===== config.mk =====
export PLATFORM = sky130hd
export DESIGN_NAME = filter_ctrl_scheduler
export DESIGN_NICKNAME = d
export VERILOG_FILES = /design/src/rtl/filter_ctrl_scheduler.sv
export SDC_FILE = /design/constraint.sdc
export NUM_CORES = 1
export LEC_CHECK = 0
export ABC_AREA = 1
export BUFFER_PORTS_ARGS = -buffer_cell sky130_fd_sc_hd__buf_2
export CAP_MARGIN = 20
export CORE_ASPECT_RATIO = 1.4
export CORE_MARGIN = 1
export CORE_UTILIZATION = 36
export DETAILED_ROUTE_END_ITERATION = 12
export PLACE_DENSITY = 0.64
export SYNTH_ARGS = -nofsm -noshare
export SYNTH_HDL_FRONTEND = slang
export SYNTH_SLANG_ARGS = --single-unit

===== constraint.sdc =====
create_clock -name clk -period 2.9 [get_ports clk]
set_input_delay 0.29 -clock clk [delete_from_list [all_inputs] [get_ports clk]]
set_output_delay 0.29 -clock clk [all_outputs]
set_load 0.1 [all_outputs]

===== src/rtl/filter_ctrl_scheduler.sv =====
// Frame-synchronous filter configuration scheduler: BPM intake with clamp and
// running average, button-stepped mode FSM, start-of-frame commit, stale timeout.
//
// state  | meaning
// S_OFF  | filter disabled, mode threshold
// S_THR  | filter enabled, threshold mode
// S_ADD  | filter enabled, additive mode
module filter_ctrl_scheduler #(
  parameter int MIN_BPM        = 40,
  parameter int MAX_BPM        = 200,
  parameter int AVG_LEN        = 4,
  parameter int TIMEOUT_FRAMES = 120,
  localparam int BW = $clog2(MAX_BPM + 1),
  localparam int AW = $clog2(AVG_LEN),
  localparam int SW = BW + AW,
  localparam int CW = $clog2(TIMEOUT_FRAMES + 1)
) (
  input  logic          clk,
  input  logic          reset,
  input  logic [BW-1:0] bpm_in,
  input  logic          bpm_valid,
  output logic          bpm_ready,
  input  logic          mode_btn,
  input  logic          sof,
  output logic          filter_enable,
  output logic          filter_mode,
  output logic [BW-1:0] BPM_estimate,
  output logic          cfg_update,
  output logic          stale
);

  localparam logic [BW-1:0] MIN_V     = BW'(MIN_BPM);
  localparam logic [BW-1:0] MAX_V     = BW'(MAX_BPM);
  localparam logic [SW-1:0] SUM_RESET = SW'(MIN_BPM * AVG_LEN);
  localparam logic [CW-1:0] TO_V      = CW'(TIMEOUT_FRAMES);

  typedef enum logic [1:0] {
    S_OFF = 2'd0,
    S_THR = 2'd1,
    S_ADD = 2'd2
  } mode_state_t;

  mode_state_t   state_q, state_d;
  logic          pend_en, pend_mode;

  logic [BW-1:0] hist_mem [AVG_LEN];
  logic [AW-1:0] wr_ptr;
  logic [SW-1:0] sum;
  logic [BW-1:0] clamped;
  logic [BW-1:0] oldest;
  logic [BW-1:0] avg;
  logic [CW-1:0] frame_cnt;
  logic          accept;

  logic          commit_en;
  logic          commit_mode;
  logic [BW-1:0] commit_est;

  assign accept = bpm_valid && bpm_ready;
  assign oldest = hist_mem[wr_ptr];
  assign avg    = sum[SW-1:AW];

  always_comb begin
    clamped = bpm_in;
    if (bpm_in < MIN_V)
      clamped = MIN_V;
    else if (bpm_in > MAX_V)
      clamped = MAX_V;
  end

  always_ff @(posedge clk or negedge reset) begin
    if (!reset)
      bpm_ready <= 1'b0;
    else
      bpm_ready <= 1'b1;
  end

  // Circular history; the running sum swaps the oldest entry for the new one.
  always_ff @(posedge clk or negedge reset) begin
    if (!reset) begin
      for (int i = 0; i < AVG_LEN; i++)
        hist_mem[i] <= MIN_V;
      wr_ptr <= '0;
      sum    <= SUM_RESET;
    end else if (accept) begin
      hist_mem[wr_ptr] <= clamped;
      wr_ptr           <= wr_ptr + AW'(1);
      sum              <= sum + SW'(clamped) - SW'(oldest);
    end
  end

  always_ff @(posedge clk or negedge reset) begin
    if (!reset) begin
      frame_cnt <= '0;
      stale     <= 1'b0;
    end else if (accept) begin
      frame_cnt <= '0;
      stale     <= 1'b0;
    end else if (sof && frame_cnt != TO_V) begin
      frame_cnt <= frame_cnt + CW'(1);
      if (frame_cnt == TO_V - CW'(1))
        stale <= 1'b1;
    end
  end

  always_ff @(posedge clk or negedge reset) begin
    if (!reset)
      state_q <= S_OFF;
    else
      state_q <= state_d;
  end

  always_comb begin
    state_d   = state_q;
    pend_en   = 1'b0;
    pend_mode = 1'b0;
    case (state_q)
      S_OFF: begin
        if (mode_btn) state_d = S_THR;
      end
      S_THR: begin
        pend_en = 1'b1;
        if (mode_btn) state_d = S_ADD;
      end
      S_ADD: begin
        pend_en   = 1'b1;
        pend_mode = 1'b1;
        if (mode_btn) state_d = S_OFF;
      end
      default: state_d = S_OFF;
    endcase
  end

  // Commit uses pre-edge pending/stale/avg, so a same-edge sample or press lands next frame.
  assign commit_en   = pend_en & ~stale;
  assign commit_mode = pend_mode;
  assign commit_est  = stale ? MIN_V : avg;

  always_ff @(posedge clk or negedge reset) begin
    if (!reset) begin
      filter_enable <= 1'b0;
      filter_mode   <= 1'b0;
      BPM_estimate  <= MIN_V;
      cfg_update    <= 1'b0;
    end else if (sof) begin
      filter_enable <= commit_en;
      filter_mode   <= commit_mode;
      BPM_estimate  <= commit_est;
      cfg_update    <= (commit_en != filter_enable) || (commit_mode != filter_mode) ||
                       (commit_est != BPM_estimate);
    end else begin
      cfg_update <= 1'b0;
    end
  end

endmodule


---- Word level (Yosys, flattened, before mapping) ----
Index checks and enable logic that the tools add are counted.
Widths: inputs -> output; s select.
storage, ports and cells
  register bits after elaboration ......... 66
operators by class
  $add $sub $neg .......................... 4
  reduce and logical (&&, ||, !) cells .... 11
  equal/unequal tests ..................... 10
  bitwise logic cells ..................... 3
  $lt $le $gt $ge ......................... 4
  muxes and demuxes ....................... 21
operators by type and width
  operator             count
  $mux 8               6
  $bwmux 32            1
  $bmux 8 s2           1
  $demux 8 s2          1
  $mux 7               2
  $add 10x8->10        1
  $sub 10x8->10        1
  $gt 8x8->1 const B   1
  $lt 8x6->1 const B   1
  $ne 8x8->1           1
  $add 7x1->7 const B  1
  $eq 7x7->1 const B   1
  $ne 7x7->1 const B   1
  $mux 1               6
  $mux 2               3
  $ne 2x2->1 const B   3
  $pmux 2 s3           1
  $reduce_bool 2->1    2
  $ge 3x3->1 const B   1
  $logic_and 1x1->1    3
  $lt 3x1->1 const B   1
  $not 2->3            1
  $reduce_and 3->1     1
  $add 2x1->2 const B  1
  9 further kinds      11

---- Longest topological paths before layout ----
  depth in word-level cells ............... 8
  depth in mapped cells ................... 18
  mapped depth without buffers ............ 18

---- Worst setup path after synthesis ----
No wires, ideal clock.
  kind .................................... reg2reg
  start point ............................. reg wr_ptr[0]
  end point ............................... reg sum[8]
  setup time .............................. 0.117 ns
  stages on the path, launching flop included .. 13
  clock period less this slack ............ 2.564 ns
  arrival ................................. 2.447 ns
  path buffers ............................ 1
  path slack .............................. 0.336 ns
  cell sequence ........................... dfrtp_1 inv_1 buf_2 nor2_1 o22ai_1 fa_1 fa_1 o21ai_2 nand2_1 nand2_1 nand2_1 nand3_1 nand2_1
on the way
  cells in the longest elaborated chain, start to end .. 5
ends and longest elaborated chain
  item                                        line  text
  from (decl)                                 47    logic [AW-1:0] wr_ptr;
  from (signal assigned)                      87    wr_ptr <= wr_ptr + AW'(1);
  $not 2->3 (not written as such)             60    assign oldest = hist_mem[wr_ptr];
  $bmux 8 s2                                  60
  $mux 8 (not written as such) (2 in series)  60
  $sub 10x8->10                               88    sum <= sum + SW'(clamped) - SW'(oldest);
  to (signal assigned)                        88
  to (decl)                                   48    logic [SW-1:0] sum;
No other way between the ends. The select of a mux whose other input is x is not followed.
A chain may end at the register's enable or synchronous reset.

---- Worst setup path in the final report ----
  start point ............................. reg wr_ptr[0]
  end point ............................... reg sum[9]
The elaborated chain is that of the path after synthesis.

==> flow_metrics.py <==
metrics = {
    "critical_path": {
        "critical_path.cell_chain": "inv_1 > buf_4 > o21ai_0 > o22ai_1 > fa_1 > inv_1 > ha_1 > nand2_1 > nor2_1 > nand3_1 > nand3_1 > nand2_1 > nand3_1 > nand2_1",
        "criticalPathCategory": "reg -> reg",
        "worst_reg2reg_path_startpoint": "wr_ptr[0]",
        "critical_path.slowest_cell": "sky130_fd_sc_hd__fa_1",
        "setup.worst_path.end_class": "flop",
        "crit_required_ns": 3.12,
        "crit_path_start_kind": "flop",
        "critical_path_arrival_ns": 2.81,
        "regToRegSetupSlack_ns": 0.31,
        "critical_path.top_delay_family": "adder cells",
        "worst_case_reg_to_reg_path_depth": 14,
        "worst_reg2reg_endpoint": "sum[9]",
        "crit_buf_inv": 3,
        "critical-path-max-stage-delay_ns": 0.49,
        "critical_path.max_fanout": 9,
    },
    "synthesis": {
        "synth.top_cells.by_area": "sky130_fd_sc_hd__dfrtp_1 34%, sky130_fd_sc_hd__nand2_1 13%, sky130_fd_sc_hd__dfstp_2 8.0%",
        "netlist_area_um2": 3930,
        "synth.ff_latch_count": 66,
        "yosys.cell_types.count": 37,
        "yosys.area.top_type": "sky130_fd_sc_hd__dfrtp_1",
        "ys_seq_area_frac": 0.424,
        "ys.flop_type": "sky130_fd_sc_hd__dfrtp_1",
        "postSynth.asyncResetShare": 1.00,
        "netlist_instances": 499,
        "yosys.area.top_type_share": 0.344,
        "avgSynthCellArea_um2": 7.88,
        "synth.net_count": 541,
        "number_of_enable_flip_flop_cells_after_synthesis": 0,
        "yosysWarningCount": 0,
    },
    "floorplan": {
        "core.rowCount": 44,
        "die_h_um": 126,
        "io_pins": 26,
        "chipWidth_um": 90.3,
        "core_footprint_um2": 10500,
        "fp.dieArea_um2": 11300,
        "initial_core_utilization": 0.374,
    },
    "finish": {
        "mostFrequentLayoutCell": "sky130_fd_sc_hd__nand2_1",
        "nNetsFinal": 580,
        "drive_above_1_share": 0.144,
        "post-route-util": 0.434,
        "num_antenna_cells": 0,
        "final_cell_mix": "140 x sky130_fd_sc_hd__nand2_1, 59 x sky130_fd_sc_hd__inv_1, 54 x sky130_fd_sc_hd__dfrtp_1",
        "area_growth_pct": 16.0,
    },
    "grt": {
        "antenna_violations_before_repair": 0,
        "maximum_number_of_pins_on_one_net_before_global_route_repair": 57,
        "groute.usage.overall": 0.165,
        "via_count_of_the_first_global_routing_pass": 3301,
        "grt_pass1_wl_mm": 15.1,
        "gr-total-overflow": 0,
    },
    "place": {
        "gp_congestion": 0.887,
        "io_buffer_count": 25,
        "dpl.hpwl_mm": 6.25,
    },
    "clock_network": {
        "clock_tree.buffer_depth": 2,
        "cts-buffers-inserted": 9,
        "post_cts_setup_buffer_count": 0,
        "worstSkewPairLatency_ns": 0.33,
        "cts.sink_count": 66,
        "cts.root.buffer_cell": "sky130_fd_sc_hd__clkbuf_16",
        "cts_tree": "yes",
        "htree_levels": 3,
        "cts.reportedPaths.clkPinSlew_ns": 0.05,
    },
    "sta": {
        "max_freq_ghz": 0.387,
        "tightestPinTransition_ns": 0.721,
        "slew_viol_final": 0,
        "rsz0062_at_grt": "no",
        "timing.final.crit_share": 0.892,
        "skew_ns": 0.00290,
        "slew_headroom": 0.520,
        "min_period_ns": 2.59,
        "final.setup.tns_ns": 0,
        "finalSetupViolations": 0,
        "final-hold-violation-count": 0,
    },
    "drt": {
        "detail_route.drc_violations": 0,
        "vias_per_cell": 4.86,
        "route.detailed.wl_per_inst_um": 12.5,
        "final_routed_wirelength_mm": 8.53,
        "ant_nets": 0,
        "total_via_count_after_detailed_routing": 3313,
        "drtPass1Iterations": 4,
        "drtIter0Drc": 161,
    },
    "worst_hold_path": {
        "hp-class": "in -> reg",
        "min_delay_worst_endpoint": "filter_mode",
        "hold_depth": 2,
        "hold_path.startpoint": "sof",
    },
    "run_status": {
        "status": "complete, no violations",
    },
    "flow_run": {
        "maxCapViolations": 0,
    },
}
==> what timing repair did <==
item                                   CTS  global route
hold buffers                             1             0
endpoints found under the hold margin   10             0
resized for setup                        0             0
==> through the flow <==
step	hold WS (ns)	worst slack [ns]	cell area [µm²]	std cells
finish	0.249	0.313	4560	681
global route	0.286	0.0989	4560	681
floorplan	-0.00559	0.336	3930	499
detailed placement	0.171	0.114	4250	664
CTS	0.249	0.296	4560	681
global placement	0.174	0.156	4250	664
==> worst max-delay path by stage <==
stage | depth (start not counted) | slack [ns] | from | endpoint
2_1_floorplan | 12 | 0.34 | wr_ptr[0] | sum[8]
3_3_place_gp | 14 | 0.16 | bpm_in[3] | sum[8]
3_5_place_dp | 14 | 0.11 | bpm_in[3] | sum[8]
4_1_cts | 14 | 0.30 | wr_ptr[0] | sum[9]
5_1_grt | 14 | 0.1 | wr_ptr[0] | sum[9]
6_report | 14 | 0.31 | wr_ptr[0] | sum[9]
==> flip-flops by register name, indices dropped and copies added, names as in the netlist <==
register,flops
hist_mem,32
wr_ptr,2
stale,1
frame_cnt,7
bpm_ready,1
filter_mode,1
filter_enable,1
cfg_update,1
BPM_estimate,8
state_q,2
sum,10
==> per-layer routing <==
layer,share of wire,GRT usage,vias up
li1,-,-,1672
met1,0.43,0.188,1537
met2,0.51,0.299,86
met3,0.033,0.0223,18
met4,0.025,0.0835,0
met5,0,0,-
==> cell usage after synthesis (3+ instances only) <==
library cell	number
sky130_fd_sc_hd__nand3_1	32
sky130_fd_sc_hd__o22ai_1	9
sky130_fd_sc_hd__dfrtp_1	54
sky130_fd_sc_hd__xor2_1	7
sky130_fd_sc_hd__nor2_1	46
sky130_fd_sc_hd__fa_1	8
sky130_fd_sc_hd__ha_1	21
sky130_fd_sc_hd__inv_2	3
sky130_fd_sc_hd__nand3b_1	3
sky130_fd_sc_hd__inv_1	59
sky130_fd_sc_hd__a21oi_1	11
sky130_fd_sc_hd__nand2_4	3
sky130_fd_sc_hd__dfstp_2	12
sky130_fd_sc_hd__o21ai_0	52
sky130_fd_sc_hd__nand2_2	3
sky130_fd_sc_hd__buf_6	4
sky130_fd_sc_hd__nand2_1	140
sky130_fd_sc_hd__buf_2	4
sky130_fd_sc_hd__nand4_1	5
==> area by class of cell <==
type	count	area [µm²]
Fill cell	1059	5960
Timing Repair Buffer	39	233
Multi-Input combinational cell	357	1940
Sequential cell	66	1670
Inverter	65	246
Clock inverter	2	35.0
Clock buffer	14	264
Tap cell	138	173
==> cells by family after synthesis <==
kind of cell | Yosys count | share of synthesized area
and+or+nand+nor | 236 | 0.252
AOI/OAI and AO/OA | 82 | 0.113
buffers and inverters | 76 | 0.0821
DFF | 66 | 0.424
adders and majority gates | 29 | 0.108
xor gates and xnor gates | 9 | 0.0201
other | 1 | 0.000954
Power is not shown: default switching activity piles up to over one toggle a cycle in this logic, so the estimate is an artifact.
